### src/rtl/uart_pkg.sv
// Shared types and helpers for the UART receive path: FSM state encoding,
// frame geometry constants and the even-parity helper.
package uart_pkg;

    localparam int UART_DATA_BITS  = 8;
    localparam int UART_FRAME_BITS = 11;

    typedef enum logic [2:0] {
        ST_IDLE,
        ST_START,
        ST_DATA,
        ST_PARITY,
        ST_STOP
    } rx_state_t;

    // Returns 1 when the byte has an odd number of ones (the even-parity bit).
    function automatic logic uart_parity(input logic [UART_DATA_BITS-1:0] b);
        return ^b;
    endfunction

endpackage

### src/rtl/uart_rx_fifo.sv
// Small synchronous byte FIFO with a registered head output that updates in
// the same edge as a pop, so the next entry is visible one cycle later.
module uart_rx_fifo #(
    parameter int DEPTH = 4,
    parameter int WIDTH = 8
) (
    input  logic             clk,
    input  logic             enable,
    input  logic             push_i,
    input  logic [WIDTH-1:0] push_data_i,
    input  logic             pop_i,
    output logic [WIDTH-1:0] data_o,
    output logic             full_o,
    output logic             empty_o
);

    localparam int AW = (DEPTH > 1) ? $clog2(DEPTH) : 1;
    localparam int CW = $clog2(DEPTH + 1);

    logic [WIDTH-1:0] mem [DEPTH];
    logic [AW-1:0]    rd_ptr_q, rd_ptr_d;
    logic [AW-1:0]    wr_ptr_q, wr_ptr_d;
    logic [AW-1:0]    rd_nxt;
    logic [CW-1:0]    count_q, count_d;
    logic [WIDTH-1:0] data_q, data_d;
    logic             do_push;
    logic             do_pop;

    function automatic logic [AW-1:0] ptr_inc(input logic [AW-1:0] p);
        return (p == AW'(DEPTH - 1)) ? '0 : p + 1'b1;
    endfunction

    assign full_o  = (count_q == CW'(DEPTH));
    assign empty_o = (count_q == '0);
    assign data_o  = data_q;

    // A push into a full FIFO is only accepted when a pop frees a slot in the same edge.
    assign do_pop  = pop_i && !empty_o;
    assign do_push = push_i && (!full_o || do_pop);
    assign rd_nxt  = ptr_inc(rd_ptr_q);

    always_comb begin
        rd_ptr_d = do_pop  ? rd_nxt : rd_ptr_q;
        wr_ptr_d = do_push ? ptr_inc(wr_ptr_q) : wr_ptr_q;
        count_d  = count_q + CW'(do_push) - CW'(do_pop);
        data_d   = data_q;
        if (count_d != '0) begin
            if (do_pop) begin
                data_d = (count_q == CW'(1)) ? push_data_i : mem[rd_nxt];
            end else if (count_q == '0) begin
                data_d = push_data_i;
            end else begin
                data_d = mem[rd_ptr_q];
            end
        end
    end

    always_ff @(posedge clk) begin
        if (do_push) begin
            mem[wr_ptr_q] <= push_data_i;
        end
    end

    always_ff @(posedge clk) begin
        if (enable) begin
            rd_ptr_q <= '0;
            wr_ptr_q <= '0;
            count_q  <= '0;
            data_q   <= '0;
        end else begin
            rd_ptr_q <= rd_ptr_d;
            wr_ptr_q <= wr_ptr_d;
            count_q  <= count_d;
            data_q   <= data_d;
        end
    end

endmodule

### src/rtl/uart_rx_ctrl.sv
// UART receiver: synchronises rx_in, times an 11-bit 8E1 frame from the
// mid-point of the start bit, checks parity/stop and queues good bytes.
module uart_rx_ctrl
    import uart_pkg::*;
#(
    parameter int CLKS_PER_BIT = 16,
    parameter int FIFO_DEPTH   = 4
) (
    input  logic                      clk,
    input  logic                      enable,
    input  logic                      rx_in,
    output logic [UART_DATA_BITS-1:0] rx_data,
    output logic                      rx_valid,
    input  logic                      rx_ready,
    output logic                      parity_err,
    output logic                      frame_err,
    output logic                      overrun,
    output logic                      busy
);

    localparam int CW = $clog2(CLKS_PER_BIT);
    localparam logic [CW-1:0] CNT_HALF = CW'(CLKS_PER_BIT / 2 - 1);
    localparam logic [CW-1:0] CNT_FULL = CW'(CLKS_PER_BIT - 1);
    localparam logic [2:0]    LAST_BIT = 3'(UART_DATA_BITS - 1);

    logic                      sync1_q, sync2_q;
    logic                      rxs;
    rx_state_t                 state_q, state_d;
    logic [CW-1:0]             cnt_q, cnt_d;
    logic [2:0]                bit_idx_q, bit_idx_d;
    logic [UART_DATA_BITS-1:0] shift_q, shift_d;
    logic                      par_ok_q, par_ok_d;
    logic                      perr_q, perr_d;
    logic                      ferr_q, ferr_d;
    logic                      ovr_q, ovr_d;
    logic                      cnt_zero;
    logic                      fifo_push;
    logic                      fifo_pop;
    logic                      fifo_full;
    logic                      fifo_empty;

    assign rxs      = sync2_q;
    assign cnt_zero = (cnt_q == '0);
    assign fifo_pop = !fifo_empty && rx_ready;

    always_comb begin
        state_d   = state_q;
        cnt_d     = cnt_q;
        bit_idx_d = bit_idx_q;
        shift_d   = shift_q;
        par_ok_d  = par_ok_q;
        perr_d    = 1'b0;
        ferr_d    = 1'b0;
        ovr_d     = 1'b0;
        fifo_push = 1'b0;
        case (state_q)
            ST_IDLE: begin
                if (!rxs) begin
                    cnt_d   = CNT_HALF;
                    state_d = ST_START;
                end
            end
            ST_START: begin
                if (!cnt_zero) begin
                    cnt_d = cnt_q - 1'b1;
                end else if (!rxs) begin
                    cnt_d     = CNT_FULL;
                    bit_idx_d = '0;
                    state_d   = ST_DATA;
                end else begin
                    state_d = ST_IDLE;
                end
            end
            ST_DATA: begin
                if (!cnt_zero) begin
                    cnt_d = cnt_q - 1'b1;
                end else begin
                    shift_d[bit_idx_q] = rxs;
                    cnt_d              = CNT_FULL;
                    bit_idx_d          = bit_idx_q + 1'b1;
                    if (bit_idx_q == LAST_BIT) begin
                        state_d = ST_PARITY;
                    end
                end
            end
            ST_PARITY: begin
                if (!cnt_zero) begin
                    cnt_d = cnt_q - 1'b1;
                end else begin
                    par_ok_d = ((uart_parity(shift_q) ^ rxs) == 1'b0);
                    cnt_d    = CNT_FULL;
                    state_d  = ST_STOP;
                end
            end
            ST_STOP: begin
                if (!cnt_zero) begin
                    cnt_d = cnt_q - 1'b1;
                end else begin
                    // Framing beats parity beats overrun; only a clean frame is pushed.
                    state_d = ST_IDLE;
                    if (!rxs) begin
                        ferr_d = 1'b1;
                    end else if (!par_ok_q) begin
                        perr_d = 1'b1;
                    end else if (fifo_full && !fifo_pop) begin
                        ovr_d = 1'b1;
                    end else begin
                        fifo_push = 1'b1;
                    end
                end
            end
            default: begin
                state_d = ST_IDLE;
            end
        endcase
    end

    always_ff @(posedge clk) begin
        if (enable) begin
            sync1_q   <= 1'b1;
            sync2_q   <= 1'b1;
            state_q   <= ST_IDLE;
            cnt_q     <= '0;
            bit_idx_q <= '0;
            shift_q   <= '0;
            par_ok_q  <= 1'b0;
            perr_q    <= 1'b0;
            ferr_q    <= 1'b0;
            ovr_q     <= 1'b0;
        end else begin
            sync1_q   <= rx_in;
            sync2_q   <= sync1_q;
            state_q   <= state_d;
            cnt_q     <= cnt_d;
            bit_idx_q <= bit_idx_d;
            shift_q   <= shift_d;
            par_ok_q  <= par_ok_d;
            perr_q    <= perr_d;
            ferr_q    <= ferr_d;
            ovr_q     <= ovr_d;
        end
    end

    uart_rx_fifo #(
        .DEPTH (FIFO_DEPTH),
        .WIDTH (UART_DATA_BITS)
    ) u_fifo (
        .clk         (clk),
        .enable      (enable),
        .push_i      (fifo_push),
        .push_data_i (shift_q),
        .pop_i       (fifo_pop),
        .data_o      (rx_data),
        .full_o      (fifo_full),
        .empty_o     (fifo_empty)
    );

    assign rx_valid   = !fifo_empty;
    assign parity_err = perr_q;
    assign frame_err  = ferr_q;
    assign overrun    = ovr_q;
    assign busy       = (state_q != ST_IDLE);

endmodule

### config.mk
export PLATFORM = sky130hd
export DESIGN_NAME = uart_rx_ctrl
export DESIGN_NICKNAME = d
export VERILOG_FILES = /design/src/rtl/uart_pkg.sv /design/src/rtl/uart_rx_fifo.sv /design/src/rtl/uart_rx_ctrl.sv
export SDC_FILE = /design/constraint.sdc
export NUM_CORES = 1
export LEC_CHECK = 0
export ABC_AREA = 1
export BUFFER_PORTS_ARGS = -buffer_cell sky130_fd_sc_hd__buf_2
export CORE_MARGIN = 8
export CORE_UTILIZATION = 25
export DETAILED_ROUTE_END_ITERATION = 6
export GPL_ROUTABILITY_DRIVEN = 0
export PLACE_DENSITY_LB_ADDON = 0.08
export REMOVE_ABC_BUFFERS = 1
export SLEW_MARGIN = 10
export SYNTH_ARGS = -nofsm -noshare
export SYNTH_HDL_FRONTEND = slang
export SYNTH_SLANG_ARGS = --single-unit
### constraint.sdc
create_clock -name clk -period 7.2 [get_ports clk]
set_clock_uncertainty 0.1 [all_clocks]
set_input_delay 1.08 -clock clk [delete_from_list [all_inputs] [get_ports clk]]
set_output_delay 1.08 -clock clk [all_outputs]
set_load 0.02 [all_outputs]
Word level (Yosys, flattened, before mapping)
Memories as Yosys holds them, arrays and structs flattened. A register that Yosys moved wholly into a read port is not among the register bits.
Index checks and enable logic that the tools add are counted.
- $add $sub $neg: 6
- $lt $le $gt $ge: 2
- equality and inequality tests: 18
- mux-type cells: 38
- bitwise logic cells: 6
- reductions and logical operators: 26
- operators with widths (kind ; count):
    two-way mux 3 bit ; 9
    two-way mux 8 bit ; 3
    two-way mux 4 bit ; 5
    != test 2 bit (second input constant) ; 8
    case mux 4 bit (4 select lines) ; 1
    case mux 3 bit (5 select lines) ; 1
    two-way mux 1 bit ; 11
    two-way mux 2 bit ; 5
    equality test 3 bit (second input constant) ; 3
    bitwise mux 8 bit ; 1
    AND reduction 4 bit ; 2
    XOR reduction 8 bit ; 1
    equality test 3 x 1 -> 1 bit (second input constant) ; 2
    equality test 3 x 2 -> 1 bit (second input constant) ; 2
    zero test 3 bit ; 2
    case mux 3 bit (2 select lines) ; 1
    AND reduction 6 bit ; 1
    nonzero test 3 bit ; 2
    logical AND 1 bit ; 5
    inverter 1 bit ; 5
    OR reduction 5 bit ; 1
    adder 2 x 1 -> 2 bit (second input constant) ; 2
    equality test 2 bit (second input constant) ; 2
    zero test 4 bit ; 1
    17 further kinds ; 20
- bits in registers: 39
- RAM bits: 32
- bits of input ports: 4
- output and inout port bits: 13
- word-level logic and storage cells: 111
- memories kept: 1
- memories (name ; depth ; bits a word ; rd ports ; clocked after memory_dff ; wr ports ; RTL line ; text):
    u_fifo.mem ; 4 ; 8 ; 2 ; 1 ; 1 ; uart_rx_fifo.sv:20 ; logic [WIDTH-1:0] mem [DEPTH];

Depth between registers and ports, before layout
- depth after elaboration: 14
- mapped depth: 16
- depth with buffers taken out: 14

By module
A second synthesis with hierarchy kept.
- cell total of the unflattened synthesis: 537
- area, all modules: 4066.4 µm²
- modules (own cells, without submodules) (module ; times used ; cells each ; area each (µm²) ; sequential area each (µm²)):
    uart_rx_fifo ; 1 ; 340 ; 2755.1 ; 1301.2
    uart_rx_ctrl ; 1 ; 197 ; 1311.3 ; 480.5

Worst setup path before layout
No wires, ideal clock.
- path type: input-to-reg
- start: input port rx_ready
- end: register u_fifo.data_q[0], in the netlist u_fifo.data_o[0]
- library setup time: 0.119 ns
- data arrival time: 2.792 ns
- required time: 6.981 ns
- setup slack: 4.189 ns
- cell stages on the path: 11
- path buffers: 1
- cells stage by stage: nand2_2 -> inv_1 -> ha_1 -> inv_1 -> ha_1 -> fa_1 -> nor2_1 -> nand3_2 -> buf_2 -> o21ai_0 -> a21oi_1
- cells in the longest elaborated chain, start to end: 12
- elaborated cells between the ends (all ways): 15
- classes of those cells: add/sub (2); mux (6); reduce/logical (7)
- ends and longest elaborated chain (what ; RTL line ; text):
    start: declaration ; uart_rx_ctrl.sv:14 ; input logic rx_ready,
    logical AND 1 bit (*) ; uart_rx_ctrl.sv:44 ; assign fifo_pop = !fifo_empty && rx_ready;
    zero test 1 bit ; uart_rx_ctrl.sv:105 ; end else if (fifo_full && !fifo_pop) begin
    logical AND 1 bit ; uart_rx_ctrl.sv:105 ;
    two-way mux 1 bit ; uart_rx_ctrl.sv:105 ;
    two-way mux 1 bit ; uart_rx_ctrl.sv:103 ; end else if (!par_ok_q) begin
    two-way mux 1 bit ; uart_rx_ctrl.sv:101 ; if (!rxs) begin
    two-way mux 1 bit ; uart_rx_ctrl.sv:96 ; if (!cnt_zero) begin
    two-way mux 1 bit ; uart_rx_ctrl.sv:56 ; case (state_q)
    logical AND 1 bit ; uart_rx_fifo.sv:39 ; assign do_push = push_i && (!full_o || do_pop);
    adder 3 x 1 -> 3 bit ; uart_rx_fifo.sv:45 ; count_d = count_q + CW'(do_push) - CW'(do_pop);
    subtractor 3 x 1 -> 3 bit (*) ; uart_rx_fifo.sv:45 ;
    named net u_fifo.count_d[1] ; uart_rx_fifo.sv:24 ; logic [CW-1:0] count_q, count_d;
    nonzero test 3 bit (*) ; uart_rx_fifo.sv:47 ; if (count_d != '0) begin
    end signal: assignment ; uart_rx_fifo.sv:74 ; data_q <= data_d;
    end: declaration ; uart_rx_fifo.sv:25 ; logic [WIDTH-1:0] data_q, data_d;
The timed path passes the listed nets; every way through them passes the cells marked *.
A chain may end at the register's enable or synchronous reset.

Worst setup path after layout
- start: register u_fifo.count_q[1]
- end: register u_fifo.data_q[4], in the netlist u_fifo.data_o[4]
- cells in the longest elaborated chain, start to end: 14
- elaborated cells between the ends (all ways): 22
- classes of those cells: add/sub (2); eq/ne (2); mux (8); reduce/logical (10)
- ends and longest elaborated chain (what ; RTL line ; text):
    start: declaration ; uart_rx_fifo.sv:24 ;
    start signal: assignment ; uart_rx_fifo.sv:73 ; count_q <= count_d;
    zero test 3 bit ; uart_rx_fifo.sv:34 ; assign empty_o = (count_q == '0);
    zero test 1 bit ; uart_rx_fifo.sv:38, uart_rx_ctrl.sv:44 ;
    logical AND 1 bit ; uart_rx_ctrl.sv:44 ;
    zero test 1 bit ; uart_rx_ctrl.sv:105 ;
    logical AND 1 bit ; uart_rx_ctrl.sv:105 ;
    two-way mux 1 bit ; uart_rx_ctrl.sv:105 ;
    two-way mux 1 bit ; uart_rx_ctrl.sv:103 ;
    two-way mux 1 bit ; uart_rx_ctrl.sv:101 ;
    two-way mux 1 bit ; uart_rx_ctrl.sv:96 ;
    two-way mux 1 bit ; uart_rx_ctrl.sv:56 ;
    logical AND 1 bit ; uart_rx_fifo.sv:39 ;
    adder 3 x 1 -> 3 bit ; uart_rx_fifo.sv:45 ;
    subtractor 3 x 1 -> 3 bit (*) ; uart_rx_fifo.sv:45 ;
    named net u_fifo.count_d[1] ; uart_rx_fifo.sv:24 ;
    nonzero test 3 bit (*) ; uart_rx_fifo.sv:47 ;
Marks and branches as above.

==> flow_metrics.py <==
metrics = {
    "timing": {
        "fin_ws_ps": 4140,
        "fin_tns_setup_ps": 0,
        "fin_crit_sh_pct": 42.5,
        "drv_slew": 0,
        "fin_crit_ps": 3060,
        "maxSlewHeadroom_pct": 21.2,
        "rsz0062_at_grt": "no",
        "tightestPinTransition_ps": 1180,
        "final_hold_viol_count": 0,
        "setup_viol": 0,
        "fmax_mhz": 327,
    },
    "detailed_routing": {
        "routed_wl_um": 9650,
        "firstDrtPassIters": 4,
        "post_drt_wl_per_cell_um": 13.9,
        "drc": 0,
        "drt_iter0_drc": 241,
        "ant_nets": 0,
        "avgViaCountPerCell": 4.39,
        "vias": 3044,
    },
    "worst_setup_path": {
        "worstPathMaxFanout": 16,
        "start_kind": "flop",
        "end_kind": "flop",
        "worst_path_most_repeated_cell": "nor2_1",
        "arrival_ps": 3220,
        "required_ps": 7360,
        "crit_chain": "nor2_1, nand2_1, nand2_2, inv_1, ha_1, inv_1, ha_1, fa_1, nor2_1, nand3_2, o21ai_0, nor2_1, a21oi_1",
        "r2r_end": "u_fifo.data_o[4]",
        "critical_path_buf_inv_count": 2,
        "crit_path_top_delay_cell": "fa_1",
        "path_depth": 13,
        "r2r_start": "u_fifo.count_q[1]",
        "rrSetupSlack_ps": 4140,
        "critPathKind": "flop to flop",
        "endpoint": "u_fifo.data_o[4]",
        "cpPeakStageDelay_ps": 450,
        "worstSetupStartpoint": "u_fifo.count_q[1]",
        "path_delay_family": "simple AND/OR/NAND/NOR gates",
        "reg2reg_depth": 13,
    },
    "flow_run": {
        "cap_violations": 0,
    },
    "floorplanning": {
        "placementRows": 45,
        "ios": 17,
        "die_w_um": 139,
        "die-area_um2": 19300,
        "start_util_pct": 25.3,
        "fp.dieH_um": 139,
        "core_area_um2": 15000,
    },
    "synthesis": {
        "synth.distinct_cells": 28,
        "ys.flop_type": "dfxtp_1",
        "synth_area_leaders": "edfxtp_1, dfxtp_1, nand2_1",
        "async_flop_share_pct": 0,
        "syn_avg_cell_area_um2": 7.75,
        "synth_edf_count": 32,
        "synthCells": 488,
        "seq_area_frac_synth_pct": 47.1,
        "synth_warnings": 0,
        "post-synth-top-area-fraction_pct": 25.4,
        "ys_ff_latch": 73,
        "yosys.area.top_type": "edfxtp_1",
        "syn_area_um2": 3780,
    },
    "clocking": {
        "max-clock-path-buffers": 2,
        "clock_latency_ps": 330,
        "htree_levels": 3,
        "postCtsSetupBuffers": 0,
        "cts_resized": 0,
        "postCtsHoldBufs": 0,
        "clockRootBuffer": "clkbuf_16",
        "clk_pin_slew_ps": 60,
        "cts_buffers": 9,
        "clock_sinks": 73,
        "tritoncts": "done",
    },
    "power": {
        "leakagePower_nw": 1.81,
        "powerDensity_nw_per_um2": 361,
        "finalPower_mw": 1.56,
        "vdd_drop_max_v": 0.000130,
    },
    "layout": {
        "multiInputGateArea_um2": 1680,
        "nets": 517,
        "final_cells": 694,
        "num_antenna_cells": 0,
        "register_area_um2": 1780,
        "area_growth_pct": 14.4,
        "drive_gt1_share_pct": 10.3,
        "fillers": 1634,
    },
    "grt": {
        "grt_use_total_pct": 10.8,
        "grt_max_degree": 34,
        "grt_pass1_wl_um": 16200,
        "grt.overflow.total": 0,
        "antenna_found_initial": 0,
        "grt_pass1_vias": 3033,
    },
    "placed_design": {
        "port-buffer-count": 16,
        "place_inst": 678,
        "post-place-ws_ps": 3780,
        "hpwl_um": 6950,
    },
    "run_status": {
        "outcome": "complete, no violations",
    },
    "worst_hold_path": {
        "hold_class": "flop to flop",
    },
}
-- where the power goes --
part | internal, mW | total (mW) | leakage, nW | switching, mW
clock | 0.276 | 0.442 | 0.146 | 0.166
sequential | 0.470 | 0.507 | 0.667 | 0.0373
combinational | 0.192 | 0.615 | 0.995 | 0.423
-- cell families (layout without fill, tap and decap cells) --
group | count (synthesis) | in the layout | share of synthesized area (%)
AO/OA/AOI/OAI | 113 | 113 | 15.5
AND/OR/NAND/NOR | 203 | 203 | 23.7
adder cells (fa/ha/maj) | 12 | 12 | 4.17
buffers and inverters | 83 | 101 | 8.60
flip-flops | 73 | 73 | 47.1
XOR/XNOR | 4 | 4 | 0.926
-- synthesized netlist by cell type (3+ instances only) --
cell	instances
nor2_1	47
a21oi_1	50
o21ai_0	53
ha_1	11
nor2_4	6
nand3_1	29
nor3_1	4
nand2_2	5
edfxtp_1	32
dfxtp_1	41
inv_2	3
clkbuf_1	5
inv_1	64
buf_2	8
o211ai_1	7
nand2_1	106
-- placed cells by master (no fill, tap or decap), drive strengths merged, types with 4 or more instances in the layout --
master and instances:
a21oi 51, buf 17, clkbuf 12, clkinv 4, dfxtp 41, edfxtp 32
ha 11, inv 67, nand2 111, nand3 31, nor2 54, nor3 4
o211ai 7, o21ai 55
-- registers in the layout, summed over array words and instances (netlist names), 3 cells and up, named ones only --
signal	flops
u_fifo.mem	32
shift_q	8
u_fifo.data_o	8
cnt_q	4
bit_idx_q	3
state_q	3
u_fifo.count_q	3
-- cell type report --
type | count | share of cell area [%]
well taps | 188 | 5.44
flip-flops and latches | 73 | 41.2
repair buffers | 17 | 2.02
multi-input cells | 332 | 38.7
inverters | 68 | 5.90
clock buffers | 12 | 5.70
clock inverters | 4 | 1.04
-- metal layers --
metal	GRT usage, %	share of wire (%)
met1	12.8	47
met2	18.0	48
met3	3.37	3.3
met4	4.45	1.8
met5	0	0
-- through the flow --
step                      hold WS [ps]  cell area (um^2)  utilization, %
after detailed placement           293              4040            27.0
after CTS                          306              4330            28.9
final                              306              4330            28.9
after global routing               319              4330            28.9
after global placement             294              4040            27.0
after floorplan                    289              3710               -
-- worst min path at each step --
stage            start  endpoint  slack [ps]  cells past startpoint
6_report       sync1_q       rxs         310                      1
5_1_grt        sync1_q       rxs         320                      1
4_1_cts        sync1_q       rxs         310                      1
3_5_place_dp   sync1_q       rxs         290                      1
3_3_place_gp   sync1_q       rxs         290                      1
2_1_floorplan  sync1_q       rxs         290                      1
(Power assumes the default switching activity.)
